**config.mk**
```make
export PLATFORM = sky130hd
export DESIGN_NAME = lsu_mem_stage
export DESIGN_NICKNAME = d
export VERILOG_FILES = /design/src/rtl/lsu_mem_stage.sv
export SDC_FILE = /design/constraint.sdc
export NUM_CORES = 1
export LEC_CHECK = 0
export CAP_MARGIN = 40
export CORE_MARGIN = 2
export CORE_UTILIZATION = 51
export DETAILED_ROUTE_END_ITERATION = 12
export GPL_TIMING_DRIVEN = 0
export PLACE_DENSITY = 0.92
export SLEW_MARGIN = 10
export SYNTH_ARGS = -nofsm -noshare
export SYNTH_HDL_FRONTEND = slang
export SYNTH_SLANG_ARGS = --single-unit
```
**constraint.sdc**
```tcl
create_clock -name clk -period 6.8 [get_ports clk]
set_input_delay 1.02 -clock clk [delete_from_list [all_inputs] [get_ports clk]]
set_output_delay 1.02 -clock clk [all_outputs]
set_load 0.005 [all_outputs]
```
**src/rtl/lsu_mem_stage.sv**
```systemverilog
// ---------------------------------------------------------------------------
// lsu_mem_stage
//   Memory-access stage sitting behind the integer ALU. Accepts one memory
//   op at a time, drives a single-outstanding 64-bit data bus, and returns
//   the aligned, sign/zero-extended load result to writeback as a one-cycle
//   pulse. Misaligned ops fault without touching the bus; a load whose
//   response never arrives faults after TIMEOUT wait cycles.
//
// Ports
//   clk, rst        rising-edge clock, synchronous active-high reset
//   req_*           op from the ALU (valid/ready handshake); addr is the
//                   effective byte address, wdata is right-justified
//   mem_*           bus request side (req/we/addr/wdata/wstrb, gnt in) and
//                   response side (rvalid/rdata in)
//   wb_*            completion pulse, register write enable, rd, data
//   fault_misalign  misaligned access, valid with wb_valid
//   fault_bus       response timeout, valid with wb_valid
// ---------------------------------------------------------------------------
module lsu_mem_stage #(
    parameter int unsigned XLEN    = 64,
    parameter int unsigned TIMEOUT = 255
) (
    input  logic            clk,
    input  logic            rst,
    input  logic            req_valid,
    output logic            req_ready,
    input  logic            req_store,
    input  logic [1:0]      req_size,
    input  logic            req_unsigned,
    input  logic [XLEN-1:0] req_addr,
    input  logic [XLEN-1:0] req_wdata,
    input  logic [4:0]      req_rd,
    output logic            mem_req,
    output logic            mem_we,
    output logic [XLEN-1:0] mem_addr,
    output logic [XLEN-1:0] mem_wdata,
    output logic [7:0]      mem_wstrb,
    input  logic            mem_gnt,
    input  logic            mem_rvalid,
    input  logic [XLEN-1:0] mem_rdata,
    output logic            wb_valid,
    output logic            wb_we,
    output logic [4:0]      wb_rd,
    output logic [XLEN-1:0] wb_data,
    output logic            fault_misalign,
    output logic            fault_bus
);

    // Last wait cycle index: the counter starts at 0 on the first wait
    // cycle, so the TIMEOUT-th wait cycle sees cnt_q == TIMEOUT-1.
    localparam logic [15:0] TMO_LAST = 16'(TIMEOUT - 1);

    typedef enum logic [1:0] {
        IDLE,
        REQ,
        WAIT_RSP,
        DONE
    } state_e;

    state_e state_q, state_d;

    // Latched op fields
    logic            store_q, store_d;
    logic [1:0]      size_q, size_d;
    logic            uns_q, uns_d;
    logic [XLEN-1:0] addr_q, addr_d;
    logic [XLEN-1:0] wdata_q, wdata_d;
    logic [4:0]      rd_q, rd_d;

    // Completion record presented during DONE
    logic [XLEN-1:0] res_q, res_d;
    logic            we_q, we_d;
    logic            fmis_q, fmis_d;
    logic            fbus_q, fbus_d;

    // Response timeout counter
    logic [15:0]     cnt_q, cnt_d;

    // ---------------------------------------------------------------------
    // Alignment check on the incoming op (evaluated at accept)
    // ---------------------------------------------------------------------
    logic misaligned;

    always_comb begin
        misaligned = 1'b0;
        case (req_size)
            2'd0: misaligned = 1'b0;
            2'd1: misaligned = req_addr[0];
            2'd2: misaligned = |req_addr[1:0];
            2'd3: misaligned = |req_addr[2:0];
            default: misaligned = 1'b0;
        endcase
    end

    // ---------------------------------------------------------------------
    // Lane alignment for the latched op
    // ---------------------------------------------------------------------
    logic [5:0]      lane_sh;
    logic [7:0]      strb_base;
    logic [XLEN-1:0] rdata_sh;
    logic [XLEN-1:0] load_ext;

    assign lane_sh  = {addr_q[2:0], 3'b000};
    assign rdata_sh = mem_rdata >> lane_sh;

    always_comb begin
        strb_base = 8'h00;
        case (size_q)
            2'd0: strb_base = 8'h01;
            2'd1: strb_base = 8'h03;
            2'd2: strb_base = 8'h0F;
            2'd3: strb_base = 8'hFF;
            default: strb_base = 8'h00;
        endcase
    end

    // Size 3 keeps the whole doubleword, so req_unsigned has no effect there.
    always_comb begin
        load_ext = '0;
        case (size_q)
            2'd0: load_ext = uns_q ? {{(XLEN-8){1'b0}},         rdata_sh[7:0]}
                                   : {{(XLEN-8){rdata_sh[7]}},   rdata_sh[7:0]};
            2'd1: load_ext = uns_q ? {{(XLEN-16){1'b0}},        rdata_sh[15:0]}
                                   : {{(XLEN-16){rdata_sh[15]}}, rdata_sh[15:0]};
            2'd2: load_ext = uns_q ? {{(XLEN-32){1'b0}},        rdata_sh[31:0]}
                                   : {{(XLEN-32){rdata_sh[31]}}, rdata_sh[31:0]};
            2'd3: load_ext = rdata_sh;
            default: load_ext = rdata_sh;
        endcase
    end

    logic wait_expired;
    assign wait_expired = (cnt_q == TMO_LAST);

    // ---------------------------------------------------------------------
    // FSM: state register
    // ---------------------------------------------------------------------
    always_ff @(posedge clk) begin
        if (rst) begin
            state_q <= IDLE;
        end else begin
            state_q <= state_d;
        end
    end

    // ---------------------------------------------------------------------
    // FSM: next-state logic
    // ---------------------------------------------------------------------
    always_comb begin
        state_d = state_q;
        case (state_q)
            IDLE: begin
                if (req_valid) begin
                    state_d = misaligned ? DONE : REQ;
                end
            end
            REQ: begin
                if (mem_gnt) begin
                    state_d = store_q ? DONE : WAIT_RSP;
                end
            end
            WAIT_RSP: begin
                // rvalid on the expiry cycle still counts as a response.
                if (mem_rvalid || wait_expired) begin
                    state_d = DONE;
                end
            end
            DONE: begin
                state_d = IDLE;
            end
            default: begin
                state_d = IDLE;
            end
        endcase
    end

    // ---------------------------------------------------------------------
    // Datapath next-state logic
    // ---------------------------------------------------------------------
    always_comb begin
        store_d = store_q;
        size_d  = size_q;
        uns_d   = uns_q;
        addr_d  = addr_q;
        wdata_d = wdata_q;
        rd_d    = rd_q;
        res_d   = res_q;
        we_d    = we_q;
        fmis_d  = fmis_q;
        fbus_d  = fbus_q;
        cnt_d   = cnt_q;

        case (state_q)
            IDLE: begin
                if (req_valid) begin
                    store_d = req_store;
                    size_d  = req_size;
                    uns_d   = req_unsigned;
                    addr_d  = req_addr;
                    wdata_d = req_wdata;
                    rd_d    = req_rd;
                    res_d   = '0;
                    we_d    = 1'b0;
                    fmis_d  = misaligned;
                    fbus_d  = 1'b0;
                    cnt_d   = '0;
                end
            end
            REQ: begin
                if (mem_gnt) begin
                    cnt_d = '0;
                end
            end
            WAIT_RSP: begin
                cnt_d = cnt_q + 16'd1;
                if (mem_rvalid) begin
                    res_d = load_ext;
                    we_d  = (rd_q != 5'd0);
                end else if (wait_expired) begin
                    fbus_d = 1'b1;
                end
            end
            default: begin
            end
        endcase
    end

    always_ff @(posedge clk) begin
        if (rst) begin
            store_q <= 1'b0;
            size_q  <= 2'd0;
            uns_q   <= 1'b0;
            addr_q  <= '0;
            wdata_q <= '0;
            rd_q    <= 5'd0;
            res_q   <= '0;
            we_q    <= 1'b0;
            fmis_q  <= 1'b0;
            fbus_q  <= 1'b0;
            cnt_q   <= '0;
        end else begin
            store_q <= store_d;
            size_q  <= size_d;
            uns_q   <= uns_d;
            addr_q  <= addr_d;
            wdata_q <= wdata_d;
            rd_q    <= rd_d;
            res_q   <= res_d;
            we_q    <= we_d;
            fmis_q  <= fmis_d;
            fbus_q  <= fbus_d;
            cnt_q   <= cnt_d;
        end
    end

    // ---------------------------------------------------------------------
    // FSM: outputs (bus fields only driven in REQ, writeback only in DONE)
    // ---------------------------------------------------------------------
    always_comb begin
        req_ready      = 1'b0;
        mem_req        = 1'b0;
        mem_we         = 1'b0;
        mem_addr       = '0;
        mem_wdata      = '0;
        mem_wstrb      = 8'h00;
        wb_valid       = 1'b0;
        wb_we          = 1'b0;
        wb_rd          = 5'd0;
        wb_data        = '0;
        fault_misalign = 1'b0;
        fault_bus      = 1'b0;

        case (state_q)
            IDLE: begin
                req_ready = 1'b1;
            end
            REQ: begin
                mem_req   = 1'b1;
                mem_we    = store_q;
                mem_addr  = {addr_q[XLEN-1:3], 3'b000};
                mem_wdata = wdata_q << lane_sh;
                mem_wstrb = strb_base << addr_q[2:0];
            end
            DONE: begin
                wb_valid       = 1'b1;
                wb_we          = we_q;
                wb_rd          = rd_q;
                wb_data        = res_q;
                fault_misalign = fmis_q;
                fault_bus      = fbus_q;
            end
            default: begin
            end
        endcase
    end

endmodule
```
# == Yosys cells after proc, flatten, opt, wreduce, memory -nomap -nowiden ==
# Index checks and enable logic that the tools add are counted.
# word_totals
register_bits,222
latch_bits,0
ramBits,0
mem_bits_ro,0
inputBits,206
out_inout_bits,212
elab_cells,82
n_memories,0
# op_classes
n_addsub,1
n_mul,0
n_div,0
n_lt_le_gt_ge,0
eq_ne,16
n_shift,3
n_mux,36
n_bitwise,0
reduce_logical,14
# op_table
operator,count
$mux 64,8
$pmux 64 s4,1
$pmux 64 s2,1
$shl 64x6->64,1
$shr 64x6->64,1
$pmux 16 s3,1
$mux 16,2
$pmux 8 s4,1
$add 16x1->16 const B,1
$eq 16x8->1 const B,1
$eq 2x2->1 const B,6
$mux 1,12
$ne 2x2->1 const B,6
$reduce_and 3->1,3
$mux 2,4
$mux 8,1
$pmux 2 s4,1
$shl 8x3->8,1
$eq 2x1->1 const B,3
$logic_not 2->1,3
$mux 5,1
$reduce_bool 5->1,1
$pmux 1 s2,2
$pmux 1 s4,1
other kinds (7),7

# == Longest topological paths before layout ==
# Gate-level depths: netlist of run 1.
# logic_depth
ltp_word,5
ltp_mapped,11
depth_no_buf,7

# == Least setup slack after synthesis of run 1 ==
# Ideal clock, no wire load.
# synth_timing
path_kind,register to output
from,reg addr_q[1]
to,out mem_wdata[36]
arrival_time_ns,1.783
required_ns,5.780
path_slack_ns,3.997
path_stages_with_launch,8
path_buffers,5
path_cell_list,dfxtp_1 -> buf_6 -> buf_2 -> buf_2 -> buf_2 -> buf_2 -> mux4_2 -> a22o_1
# synth_between
elab_chain_len,2
# synth_lines
item,line_no,rtl
start: declaration,66,"logic [XLEN-1:0] addr_q, addr_d;"
start signal: assignment,245,addr_q <= addr_d;
$shl 64x6->64,281,mem_wdata = wdata_q << lane_sh;
$mux 64,273,case (state_q)
end: declaration,36,"output logic [XLEN-1:0] mem_wdata,"
# No other way between the ends.

# == Worst setup path in the final report of run 1 ==
# layout_timing
from,reg addr_q[1]
to,out mem_wdata[55]
# Same word-level chain as after synthesis.

==> flow_summary.ini, run 1 <==
[status]
status = finished clean

[global_routing]
grt_overflow_total = 0
grt_pass1_vias = 14114
antenna_found_initial = 1
track_usage_pct = 39.7
grt_pass1_wl_um = 81400
grt_max_degree = 15

[finish]
drive_gt1_share_pct = 9.32
final_common_cell = clkdlybuf4s50_1
syn_to_final_growth_pct = 41.6
stdcell_count = 2380
stdcell_area_um2 = 18400
nNetsFinal = 2242
layout_common_cells = 413 x clkdlybuf4s50_1, 350 x nand2_1, 222 x dfxtp_1, 179 x a21oi_1, 154 x and2_1

[sta]
tightest_slew_ns = 0.979
min_period_ns = 4.65
rsz0062_at_grt = false
slew_headroom_pct = 34.7
period_share_pct = 68.3
setup_tns_ns = 0
finalHoldViolCount = 0
fmax_mhz = 215
fin_hold_ws_ns = 0.445
slew_viol_final = 0
skew_ns = 0.0156
setup_viol = 0

[critical_path]
critical_path_class = register to output pin
cp.required_ns = 5.78
r2r-start = state_q[0]$_SDFFE_PP0P_
start_kind = register
crit_top_cell = buf_2
crit_path_max_fanout = 10
cp_slowest_cell = clkdlybuf4s50_1
critical-path-max-stage-delay_ns = 0.54
endpoint_kind = output pin
cp_cell_sequence = buf_6 -> buf_2 -> buf_2 -> buf_2 -> mux2i_1 -> o21ai_0 -> mux2i_1 -> nor2b_1 -> clkdlybuf4s50_1
arrival_ns = 3.63
crit_path_start = addr_q[1]$_SDFFE_PP0P_

[clocking]
htree_levels = 1
clock_latency_ns = 0.55
cts_made_buffers = 25
cts_num_sinks = 222
path_clk_slew_ns = 0.07
cts-root-buf = clkbuf_16
cts_resized = 0
cts.path.max_buffers = 3
cts_setup_buffers = 0
cts_tree = done
cts_hold_buf = 0

[placement]
numPlacedInstances = 2333
dpl_cell_area_um2 = 17600
hpwl_um = 42400
gp_congestion = 0.973
io_buffer_count = 413

[route]
drtIter0Drc = 1432
wl_met3_um = 5040
drc = 0
wl_met1_um = 20300
num_vias = 14254
dr.max_layer_used = met4
drt-total-wl_um = 55100
firstDrtPassIters = 8
viasPerCell = 5.99
dr_wl_met2_um = 25900
ant_nets = 0
wl_per_cell_um = 23.2

[synthesis]
ys.flop_type = dfxtp_1
synth.yosys.warnings = 0
ys_types = 66
syn_area_per_cell_um2 = 8.20
synth_edf_count = 0
ys_seq_area_share_pct = 34.2
syn_inst = 1587
synthArstFlopShare_pct = 0
yosys_register_bits = 222
syn-cell-area_um2 = 13000

[min_path]
min-delay-start = res_q[41]$_SDFFE_PP0P_
hold_path.class = register to register

[die]
die_h_um = 164
die_w_um = 164
dieArea_um2 = 26800
core_area_um2 = 25100
pin_count = 418
row_count = 58
start_util_pct = 51.8

[power_and_ir_drop]
p_leak_nw = 6.80
finalPower_mw = 5.19
power_density_nw_per_um2 = 282
ir_drop_mv = 0.222

[flow_run]
cap_violations = 0
==> state kept, by name, indices dropped and copies added (netlist names) <==
| signal | count |
|---|---|
| fbus_q | 1 |
| state_q | 2 |
| size_q | 2 |
| rd_q | 5 |
| fmis_q | 1 |
| cnt_q | 16 |
| we_q | 1 |
| res_q | 64 |
| store_q | 1 |
| uns_q | 1 |
| addr_q | 64 |
| wdata_q | 64 |
==> report_power, final <==
group	total, mW	internal (mW)	switching, mW
clock network	1.42	0.827	0.590
registers	1.66	1.49	0.164
logic	2.12	0.843	1.28
total	5.19	3.16	2.03
==> layout make-up <==
class	count	area, um^2
multi-input combinational	1214	7880
sequential	222	4440
tap	330	413
clock inverter	10	131
clock buffer	36	727
antenna	1	2.50
inverter	6	22.5
fill	1857	6680
buffer	147	671
timing repair buffer	414	4140
==> worst max-delay path: cells and delay by family, from the launching register on <==
family	cells	cell delay [ns]
flops	1	0.32
mux	2	0.32
buf+inv	5	1.77
simple gates	1	0.17
compound gates	1	0.49
==> through the flow <==
step | setup WS [ns] | util (%)
final | 2.15 | 73.4
after global routing | 2.13 | 73.4
after global placement | 2.84 | 70.0
after CTS | 2.29 | 73.4
after floorplan | 4.00 | -
after detailed placement | 2.89 | 70.0
==> logic make-up after synthesis <==
group / Yosys count / share of synthesized area, %
simple gates: 672 / 24.6
xor+xnor: 14 / 0.942
fa+ha+maj: 6 / 0.577
flops: 222 / 34.2
mux: 170 / 17.9
buf+inv: 153 / 5.33
compound gates: 349 / 16.5
other cells: 1 / 0.0288
==> Yosys cell counts (all sizes together) (4+ instances only) <==
cell       n  area, um^2
and3      13        81.3
nand4      8        50.1
o2bb2ai    7        61.3
mux2      40         454
clkbuf    92         345
nand2b     4        25.0
buf       55         325
mux4      46        1040
o22ai      9        56.3
mux2i     84         841
nor4       4        31.3
nand2    350        1310
o31ai      9        67.6
inv        6        22.5
nand3      9        45.0
a22oi     17         133
nor2      63         239
o21ai     27         135
and2     154         963
xor2      10        87.6
nor3b      4        35.0
nor3      10        50.1
ha         6        75.1
a211oi     7        52.6
nor2b     36         225
a21oi    180         912
xnor2      4        35.0
a22o       9        87.6
a31oi     32         200
dfxtp    222        4440
a21o      34         255
==> per-layer routing <==
layer	vias to the layer above	global-route usage (%)
li1	6369	-
met1	6686	46.8
met2	957	66.7
met3	242	8.21
met4	0	23.7
met5	-	0
==> path summary, 6_finish.rpt <==
check | end | slack [ns] | cells after the start
max reg2reg | addr_q[54]$_SDFFE_PP0P_ | 4.07 | 9
max | mem_wdata[55] | 2.15 | 9
min reg2reg | res_q[41]$_SDFFE_PP0P_ | 0.44 | 1
min | res_q[41]$_SDFFE_PP0P_ | 0.44 | 1
(Power assumes the default switching activity.)
==> inputs of run 2 (changes only) <==
Settings changed: CORE_UTILIZATION 51 to 43, PLACE_DENSITY 0.92 to 0.83.
Clock period 6.8 ns to 3.9 ns, I/O delays scaled along.
==> run 2 against run 1 <==
  * Die area rose by 18%
  * Largest cell class unchanged
  * Flip-flop and latch count is the same
  * Core utilization fell by 11 points
==> flow_summary.ini, run 2 (synthesis gave the netlist of run 1 again) <==
[sta]
finalHoldViolCount = 0
min_period_ns = 3.81
setup_tns_ns = 0
slew_headroom_pct = 40.3
setup_viol = 0
rsz0062_at_grt = false
fin_ws_ns = 0.0912
tightest_slew_ns = 0.892
fmax_mhz = 263
slew_viol_final = 0
skew_ns = 0.00869
period_share_pct = 97.7

[min_path]
hold_path.class = register to register

[finish]
drive_gt1_share_pct = 9.72
reg_top3 = addr_q x64, res_q x64, wdata_q x64
layout_common_cells = 413 x clkdlybuf4s50_1, 350 x nand2_1, 222 x dfxtp_1, 179 x a21oi_1, 154 x and2_1
final_common_cell = clkdlybuf4s50_1
stdcell_count = 2442
syn_to_final_growth_pct = 42.3
nNetsFinal = 2241

[critical_path]
endpoint_kind = output pin
cp_top_family = buffers and inverters
start_kind = register
cp.required_ns = 3.31
cp_cell_sequence = buf_6 -> buf_2 -> buf_4 -> buf_6 -> mux2i_1 -> a21oi_1 -> mux2i_1 -> nor2b_1 -> clkdlybuf4s50_1
worst-path-buf-inv = 5
crit_path_max_fanout = 10
critical-path-max-stage-delay_ns = 0.57
cp_slowest_cell = clkdlybuf4s50_1
critical_path_class = register to output pin
arrival_ns = 3.22

[placement]
gp_congestion = 0.971
hpwl_um = 43400
numPlacedInstances = 2394
io_buffer_count = 413
post-place-ws_ns = 0.435

[route]
wl_per_cell_um = 22.6
viasPerCell = 5.71
drc = 0
num_vias = 13950
firstDrtPassIters = 6
ant_nets = 0
drtIter0Drc = 1248
drt-total-wl_um = 55200

[clocking]
cts.path.max_buffers = 3
cts_hold_buf = 0
cts_tree = done
cts-root-buf = clkbuf_16
htree_levels = 1
clock_latency_ns = 0.55
path_clk_slew_ns = 0.06
cts_made_buffers = 26
cts_num_sinks = 222

[power_and_ir_drop]
power_density_nw_per_um2 = 482
ir_drop_mv = 0.344
p_leak_nw = 6.81

[global_routing]
grt_overflow_total = 0
grt_max_degree = 20
grt_pass1_vias = 13755
track_usage_pct = 33.8
antenna_found_initial = 1
grt_pass1_wl_um = 80800

[die]
die_w_um = 178
row_count = 63
core_area_um2 = 29700
die_h_um = 178
pin_count = 418
dieArea_um2 = 31700
start_util_pct = 43.8

[status]
status = finished clean

[flow_run]
cap_violations = 0
==> run 2: cell types whose count changed in the layout (fill, tap and decap cells not counted), sizes merged <==
cell and change:
diode +3, clkbuf +1, clkinv +7, inv -2, clkinvlp -2, buf -4
bufinv -1
==> run 2: area by class of cell <==
class	instances	area, um^2
fill	2593	11200
multi-input combinational	1214	7900
sequential	222	4440
timing repair buffer	415	4150
clock buffer	35	704
buffer	144	687
tap	390	488
clock inverter	12	108
inverter	6	22.5
antenna	4	10.0
==> run 2: metal layers <==
metal	vias to the layer above	part of all wire [%]	GRT usage, %
met3	167	9.4	7.35
met4	0	5.9	17.2
li1	6377	-	-
met1	6603	37	39.4
met2	803	47	58.2
met5	-	0	0
==> run 2: report_power, final <==
| group | internal (mW) | switching, mW |
|---|---|---|
| Clock | 1.34 | 1.01 |
| Combinational | 1.48 | 2.20 |
| Sequential | 2.60 | 0.287 |
==> run 2: stage by stage <==
| stage | hold slack [ns] | utilization [%] | power, mW | area [um^2] |
|---|---|---|---|---|
| 3_3_place_gp | 0.425 | 59.4 | 6.46 | 17600 |
| 5_1_grt | 0.460 | 62.3 | 9.33 | 18500 |
| 4_1_cts | 0.444 | 62.2 | 8.87 | 18500 |
| 6_report | 0.441 | 62.3 | 8.92 | 18500 |
| 3_5_place_dp | 0.431 | 59.4 | 6.53 | 17700 |
| 2_1_floorplan | 0.418 | - | 4.99 | 13000 |
==> run 2: repair_timing <==
action	in CTS	in global routing
setup endpoints to repair	31	30
pin swaps	0	0
setup buffers	0	0
gates resized for setup	8	13
gates cloned	0	0
==> run 2: path summary, 6_finish.rpt <==
| check | slack [ns] | cells after the start | start | to |
|---|---|---|---|---|
| worst max-delay path | 0.09 | 9 | addr_q[1]$_SDFFE_PP0P_ | mem_wdata[63] |
| worst min-delay path | 0.44 | 1 | res_q[56]$_SDFFE_PP0P_ | res_q[56]$_SDFFE_PP0P_ |
| worst max register to register | 1.24 | 11 | state_q[0]$_SDFFE_PP0P_ | res_q[61]$_SDFFE_PP0P_ |
| worst min register to register | 0.44 | 1 | res_q[56]$_SDFFE_PP0P_ | res_q[56]$_SDFFE_PP0P_ |
==> inputs of run 3 (changes only) <==
Settings changed: SLEW_MARGIN 10 to unset.
==> results of run 3 <==
The final DEF is identical to that of run 2; final timing and power are the same.
